[config.mk]
export PLATFORM = sky130hd
export DESIGN_NAME = ic_sparse_mac_flat
export DESIGN_NICKNAME = d
export VERILOG_FILES = /design/src/rtl/ic_sparse_mac_if.sv /design/src/rtl/ic_sparse_mac.sv /design/src/flat_wrapper.sv
export SDC_FILE = /design/constraint.sdc
export NUM_CORES = 2
export LEC_CHECK = 0
export BUFFER_PORTS_ARGS = -buffer_cell sky130_fd_sc_hd__buf_2
export CORE_UTILIZATION = 55
export DETAILED_ROUTE_END_ITERATION = 8
export PLACE_DENSITY = 0.84
export SYNTH_ARGS = -nofsm -noshare
export SYNTH_HDL_FRONTEND = slang
export SYNTH_SLANG_ARGS = --single-unit
export TNS_END_PERCENT = 30
[constraint.sdc]
create_clock -name clk -period 11.2 [get_ports clk]
set_clock_uncertainty 0.1 [all_clocks]
set_input_delay 1.68 -clock clk [delete_from_list [all_inputs] [get_ports clk]]
set_output_delay 1.68 -clock clk [all_outputs]
set_load 0.05 [all_outputs]
[src/rtl/ic_sparse_mac_if.sv]
// Result stream of ic_sparse_mac: one accumulated dot product per kernel,
// transferred on valid && ready.
interface ic_sparse_mac_if #(
    parameter int DATA_WIDTH = 8,
    parameter int ACC_WIDTH  = 21
);
    logic                  valid;
    logic                  ready;
    logic [ACC_WIDTH-1:0]  data;
    logic [DATA_WIDTH-1:0] kidx;

    modport master (
        output valid,
        output data,
        output kidx,
        input  ready
    );

    modport slave (
        input  valid,
        input  data,
        input  kidx,
        output ready
    );
endinterface

[src/rtl/ic_sparse_mac.sv]
// Sparse MAC behind the P-to-IC compressor: scans one C/I slot per cycle
// into K accumulators through a single multiplier, then streams the K sums.
module ic_sparse_mac #(
    parameter int DATA_WIDTH = 8,
    parameter int S          = 3,
    parameter int KH         = 3,
    parameter int KW         = 3,
    parameter int K          = 10,
    parameter int ACC_WIDTH  = 21
) (
    input  logic                             clk,
    input  logic                             rst_b,
    input  logic                             start,
    input  logic [S*KH*KW*DATA_WIDTH-1:0]    c_flat,
    input  logic [S*KH*KW*DATA_WIDTH-1:0]    i_flat,
    input  logic [KH*KW*DATA_WIDTH-1:0]      act_flat,
    output logic                             busy,
    output logic                             done,
    output logic                             err,
    ic_sparse_mac_if.master                  res
);
    localparam int DW = DATA_WIDTH;
    localparam int NP = KH * KW;
    localparam int NS = S * NP;
    localparam int JW = (NS > 1) ? $clog2(NS) : 1;
    localparam int PW = (NP > 1) ? $clog2(NP) : 1;
    localparam int NW = (K > 1) ? $clog2(K) : 1;

    typedef enum logic [1:0] {
        IDLE,
        SCAN,
        EMIT
    } state_t;

    state_t state;
    state_t state_nx;

    logic [DW-1:0]        c_q   [NS];
    logic [DW-1:0]        i_q   [NS];
    logic [DW-1:0]        act_q [NP];
    logic [ACC_WIDTH-1:0] acc   [K];

    logic [JW-1:0]   j;
    logic [PW-1:0]   pos;
    logic [NW-1:0]   n;
    logic            accept;
    logic            xfer;
    logic            last_slot;
    logic            last_k;
    logic [DW-1:0]   idx;
    logic [2*DW-1:0] prod;

    // A start landing on the done cycle is dropped, not queued.
    assign accept    = (state == IDLE) && start && !done;
    assign xfer      = res.valid && res.ready;
    assign last_slot = (j == JW'(NS - 1));
    assign last_k    = (n == NW'(K - 1));
    assign idx       = i_q[j];
    assign prod      = (2*DW)'(c_q[j]) * (2*DW)'(act_q[pos]);

    always_ff @(posedge clk or negedge rst_b) begin
        if (!rst_b) begin
            state <= IDLE;
        end else begin
            state <= state_nx;
        end
    end

    always_comb begin
        state_nx = state;
        unique case (state)
            IDLE:    if (accept) state_nx = SCAN;
            SCAN:    if (last_slot) state_nx = EMIT;
            EMIT:    if (xfer && last_k) state_nx = IDLE;
            default: state_nx = IDLE;
        endcase
    end

    always_comb begin
        busy      = (state != IDLE);
        res.valid = (state == EMIT);
        res.data  = '0;
        res.kidx  = '0;
        if (state == EMIT) begin
            res.data = acc[n];
            res.kidx = DW'(n) + DW'(1);
        end
    end

    always_ff @(posedge clk or negedge rst_b) begin
        if (!rst_b) begin
            for (int p = 0; p < NS; p++) begin
                c_q[p] <= '0;
                i_q[p] <= '0;
            end
            for (int p = 0; p < NP; p++) begin
                act_q[p] <= '0;
            end
            for (int k = 0; k < K; k++) begin
                acc[k] <= '0;
            end
            j    <= '0;
            pos  <= '0;
            n    <= '0;
            err  <= 1'b0;
            done <= 1'b0;
        end else begin
            done <= (state == EMIT) && xfer && last_k;
            if (accept) begin
                for (int p = 0; p < NS; p++) begin
                    c_q[p] <= c_flat[p*DW +: DW];
                    i_q[p] <= i_flat[p*DW +: DW];
                end
                for (int p = 0; p < NP; p++) begin
                    act_q[p] <= act_flat[p*DW +: DW];
                end
                for (int k = 0; k < K; k++) begin
                    acc[k] <= '0;
                end
                j   <= '0;
                pos <= '0;
                n   <= '0;
                err <= 1'b0;
            end else if (state == SCAN) begin
                // Index 0 matches no kernel, so empty slots fall through.
                for (int k = 0; k < K; k++) begin
                    if (idx == DW'(k + 1)) begin
                        acc[k] <= acc[k] + ACC_WIDTH'(prod);
                    end
                end
                if (idx > DW'(K)) begin
                    err <= 1'b1;
                end
                j   <= last_slot ? '0 : j + JW'(1);
                pos <= (pos == PW'(NP - 1)) ? '0 : pos + PW'(1);
            end else if (state == EMIT && xfer) begin
                n <= last_k ? '0 : n + NW'(1);
            end
        end
    end
endmodule
[src/flat_wrapper.sv]
// flat-port wrapper written by rule: the top's interface ports become plain ports
module ic_sparse_mac_flat 
#(
    parameter int DATA_WIDTH = 8,
    parameter int S          = 3,
    parameter int KH         = 3,
    parameter int KW         = 3,
    parameter int K          = 10,
    parameter int ACC_WIDTH  = 21
)
  (clk, rst_b, start, c_flat, i_flat, act_flat, busy, done, err, res_valid, res_data, res_kidx, res_ready);
  ic_sparse_mac_if #(.DATA_WIDTH(DATA_WIDTH), .ACC_WIDTH(ACC_WIDTH)) res_i ();
  input  logic clk;
  input  logic rst_b;
  input  logic start;
  input  logic [S*KH*KW*DATA_WIDTH-1:0] c_flat;
  input  logic [S*KH*KW*DATA_WIDTH-1:0] i_flat;
  input  logic [KH*KW*DATA_WIDTH-1:0] act_flat;
  output logic busy;
  output logic done;
  output logic err;
  output wire logic [$bits(res_i.valid)-1:0] res_valid;
  output wire logic [$bits(res_i.data)-1:0] res_data;
  output wire logic [$bits(res_i.kidx)-1:0] res_kidx;
  input wire logic [$bits(res_i.ready)-1:0] res_ready;
  assign res_valid = res_i.valid;
  assign res_data = res_i.data;
  assign res_kidx = res_i.kidx;
  assign res_i.ready = res_ready;
  ic_sparse_mac #(.DATA_WIDTH(DATA_WIDTH), .S(S), .KH(KH), .KW(KW), .K(K), .ACC_WIDTH(ACC_WIDTH)) u_core (.clk(clk), .rst_b(rst_b), .start(start), .c_flat(c_flat), .i_flat(i_flat), .act_flat(act_flat), .busy(busy), .done(done), .err(err), .res(res_i));
endmodule
==> metrics.md <==
| Metric | Value |
|---|---|
| Num CTS Buffers | 81 |
| F_max | 106.3 MHz |
| Post-Synthesis Cells | 4747 |
| Ys async rst share | 100.0% |
| Vias in the first global route | 37137 |
| Slew @ Worst Pin | 1.250 ns |
| CP Class | register to register |
| Endpoints failing hold | 0 |
| Routed vias/inst | 5.974 |
| Clock root buffer | clkbuf_16 |
| Core Area | 77340 um^2 |
| Period minus WS final | 9.412 ns |
| Crit Path Max Fanout | 43 |
| Sequential-to-total area share from yosys stat | 42.62% |
| Final WL | 127700 um |
| Crit-path slowest cell | dfrtp_4 |
| Clock Path Buffers | 3 |
| Final setup fails | 0 |
| Number of flops mapped to enable cells by yosys | 0 |
| GR Util met2 | 51.59% |
| Max-slew headroom | 16.02% |
| Port bufs | 537 |
| GR peak layer | met2 |
| DP HPWL | 90890 um |
| Crit path arrival time | 9.85 ns |
| Final Max Slew Viols | 0 |
| I/O pin cnt | 541 |
| First-pass GRT wire length | 197900 um |
| Syn-to-layout area delta | 15.22% |
| Clk slew on worst S/H paths | 0.06 ns |
| Top cell type by total area after synthesis | dfrtp_1 |
| Predominant post-synthesis flop cell | dfrtp_1 |
| Hold wc startpoint | u_core.act_q[40] |
| Final TNS setup | 0 ns |
| Post-synthesis register bit count | 731 |
| Syn avg cell area | 9.042 um^2 |
| Final GP Congestion | 0.9375 |
| Top cells by area, synth | dfrtp_1, nand2_1, mux4_2 |
| Share of post-route cells with drive strength above 1 | 17.48% |
| Die area | 79160 um^2 |
| Status | complete, no violations |
| Yosys warning total | 0 |
| Max_cap viols | 0 |
| Worst skew pair latency | 0.68 ns |
| Clk sink count | 731 |
| NumNets Final | 5956 |
| RSZ-0062 raised after global routing | no |
| Initial DRC Count | 3891 |
| Endpoint type of the worst setup path | register |
| Pin count of the biggest net entering global routing | 239 |
| Via count | 37721 |
| Placement Rows | 102 |
| Initial Util | 55.50% |
| CTS Hold Bufs | 0 |
| Worst setup path startpoint | u_core.j[0] |
| Overall global routing resource usage | 31.98% |
| Die height | 281.4 um |
| Element type at the critical path start | register |
| Hold Path Class | register to register |
| Crit share post-route | 84.03% |
| Distinct cells, synth | 85 |
| GRT overflow | 0 |
| Share of Yosys cell area claimed by the top area cell type | 42.62% |
| WL per Instance | 20.23 um |
| DRC violations left | 0 |
| Worst path max stage delay | 0.94 ns |
| Setup bufs post-CTS | 0 |
| CTS tree | done |
| Grt met3 use | 6.555% |
| Met1 GRT Util | 40.69% |
| Worst path required time | 11.64 ns |
| Routed Antenna Nets | 0 |
| Width of the chip | 281.4 um |
| Mapped cell area | 42920 um^2 |
| Resized Gates After CTS | 0 |
| Initial antenna violation count | 36 |
| Most used cell, CP | fa_1 |
| H-tree lvl count | 3 |
| 1st-pass router iterations | 6 |
| Worst r2r src | u_core.j[0] |
per-stage QoR:
step / cell area [um^2] / hold slack, ns / setup slack [ns] / util, % / instances
2_1_floorplan: 42930 / 0.3374 / 2.683 / - / 4749
3_3_place_gp: 46420 / 0.3527 / 2.116 / 60.02 / 6138
3_5_place_dp: 46420 / 0.3571 / 1.885 / 60.02 / 6138
4_1_cts: 49390 / 0.3718 / 1.827 / 63.86 / 6287
5_1_grt: 49440 / 0.3869 / 1.232 / 63.93 / 6309
6_report: 49450 / 0.3696 / 1.788 / 63.94 / 6314
cell families after synthesis:
| family | synth area share (%) |
|---|---|
| other | 0.008737 |
| flip-flops | 42.62 |
| AND/OR/NAND/NOR | 22.66 |
| adder cells (fa/ha/maj) | 8.588 |
| multiplexers | 10.50 |
| buffers and inverters | 3.256 |
| XOR/XNOR | 2.673 |
| AO/OA/AOI/OAI | 9.695 |
sequential cells by signal, summed over array words and instances, names as in the netlist:
name / flops
u_core.acc: 210
u_core.act_q: 72
u_core.c_q: 216
u_core.done: 1
u_core.err: 1
u_core.i_q: 216
u_core.j: 5
u_core.n: 4
u_core.pos: 4
u_core.state: 2
worst paths after layout:
kind / slack, ns / cells past startpoint / end
worst max-delay path: 1.79 / 27 / u_core.acc[17]
min in group asynchronous: 0.97 / 1 / u_core.i_q[54]
worst min register to register: 0.37 / 2 / u_core.act_q[40]
worst min-delay path: 0.37 / 2 / u_core.act_q[40]
max in group asynchronous: 7.73 / 3 / u_core.c_q[6]
worst max register to register: 1.79 / 27 / u_core.acc[17]
layout by cell type, fill, tap and decap left out, drive strengths merged, types with 32 or more instances in the layout:
cell type / instances
inv: 111
nand3: 149
clkbuf: 119
nand2b: 49
a21o: 41
fa: 46
o21a: 34
xor2: 69
a21oi: 157
buf: 588
nand2: 1656
dfrtp: 731
mux4: 131
nor4: 32
nor3: 38
nor2: 232
o21ai: 217
ha: 221
xnor2: 62
nor2b: 34
mux2i: 152
worst max-delay path: cells and delay by family (launching register included):
kind	cells	cell delay (ns)
adders and majority gates	6	2.48
muxes	3	1.69
AOI/OAI and AO/OA	7	1.51
and+or+nand+nor	6	1.20
buffers and inverters	4	1.00
DFF	1	0.94
xor gates and xnor gates	1	0.28
final cells by class:
type / count / area [um^2]
Fill cell: 6064 / 27890
Multi-Input combinational cell: 3670 / 23270
Sequential cell: 731 / 18310
Timing Repair Buffer: 588 / 3131
Clock buffer: 119 / 2380
Tap cell: 1040 / 1301
Clock inverter: 30 / 589.3
Inverter: 109 / 409.1
Antenna cell: 27 / 67.56
per-layer routing:
layer / part of all wire [%] / wire length (um) / up-vias
met5: 0.12 / 155 / -
met4: 5.1 / 6552 / 26
met3: 8.5 / 10870 / 393
met2: 48 / 61110 / 1820
met1: 38 / 49060 / 18407
li1: - / - / 17075
cells in the mapped netlist, drive strengths merged (62+ instances only):
master  count
mux2i     152
xnor2      62
ha        221
xor2       69
dfrtp     731
inv       109
nand3     149
o21ai     217
mux4      131
clkbuf    186
a21oi     157
nor2      232
nand2    1656
Power is not shown: default switching activity piles up to over one toggle a cycle in this logic, so the estimate is an artifact.
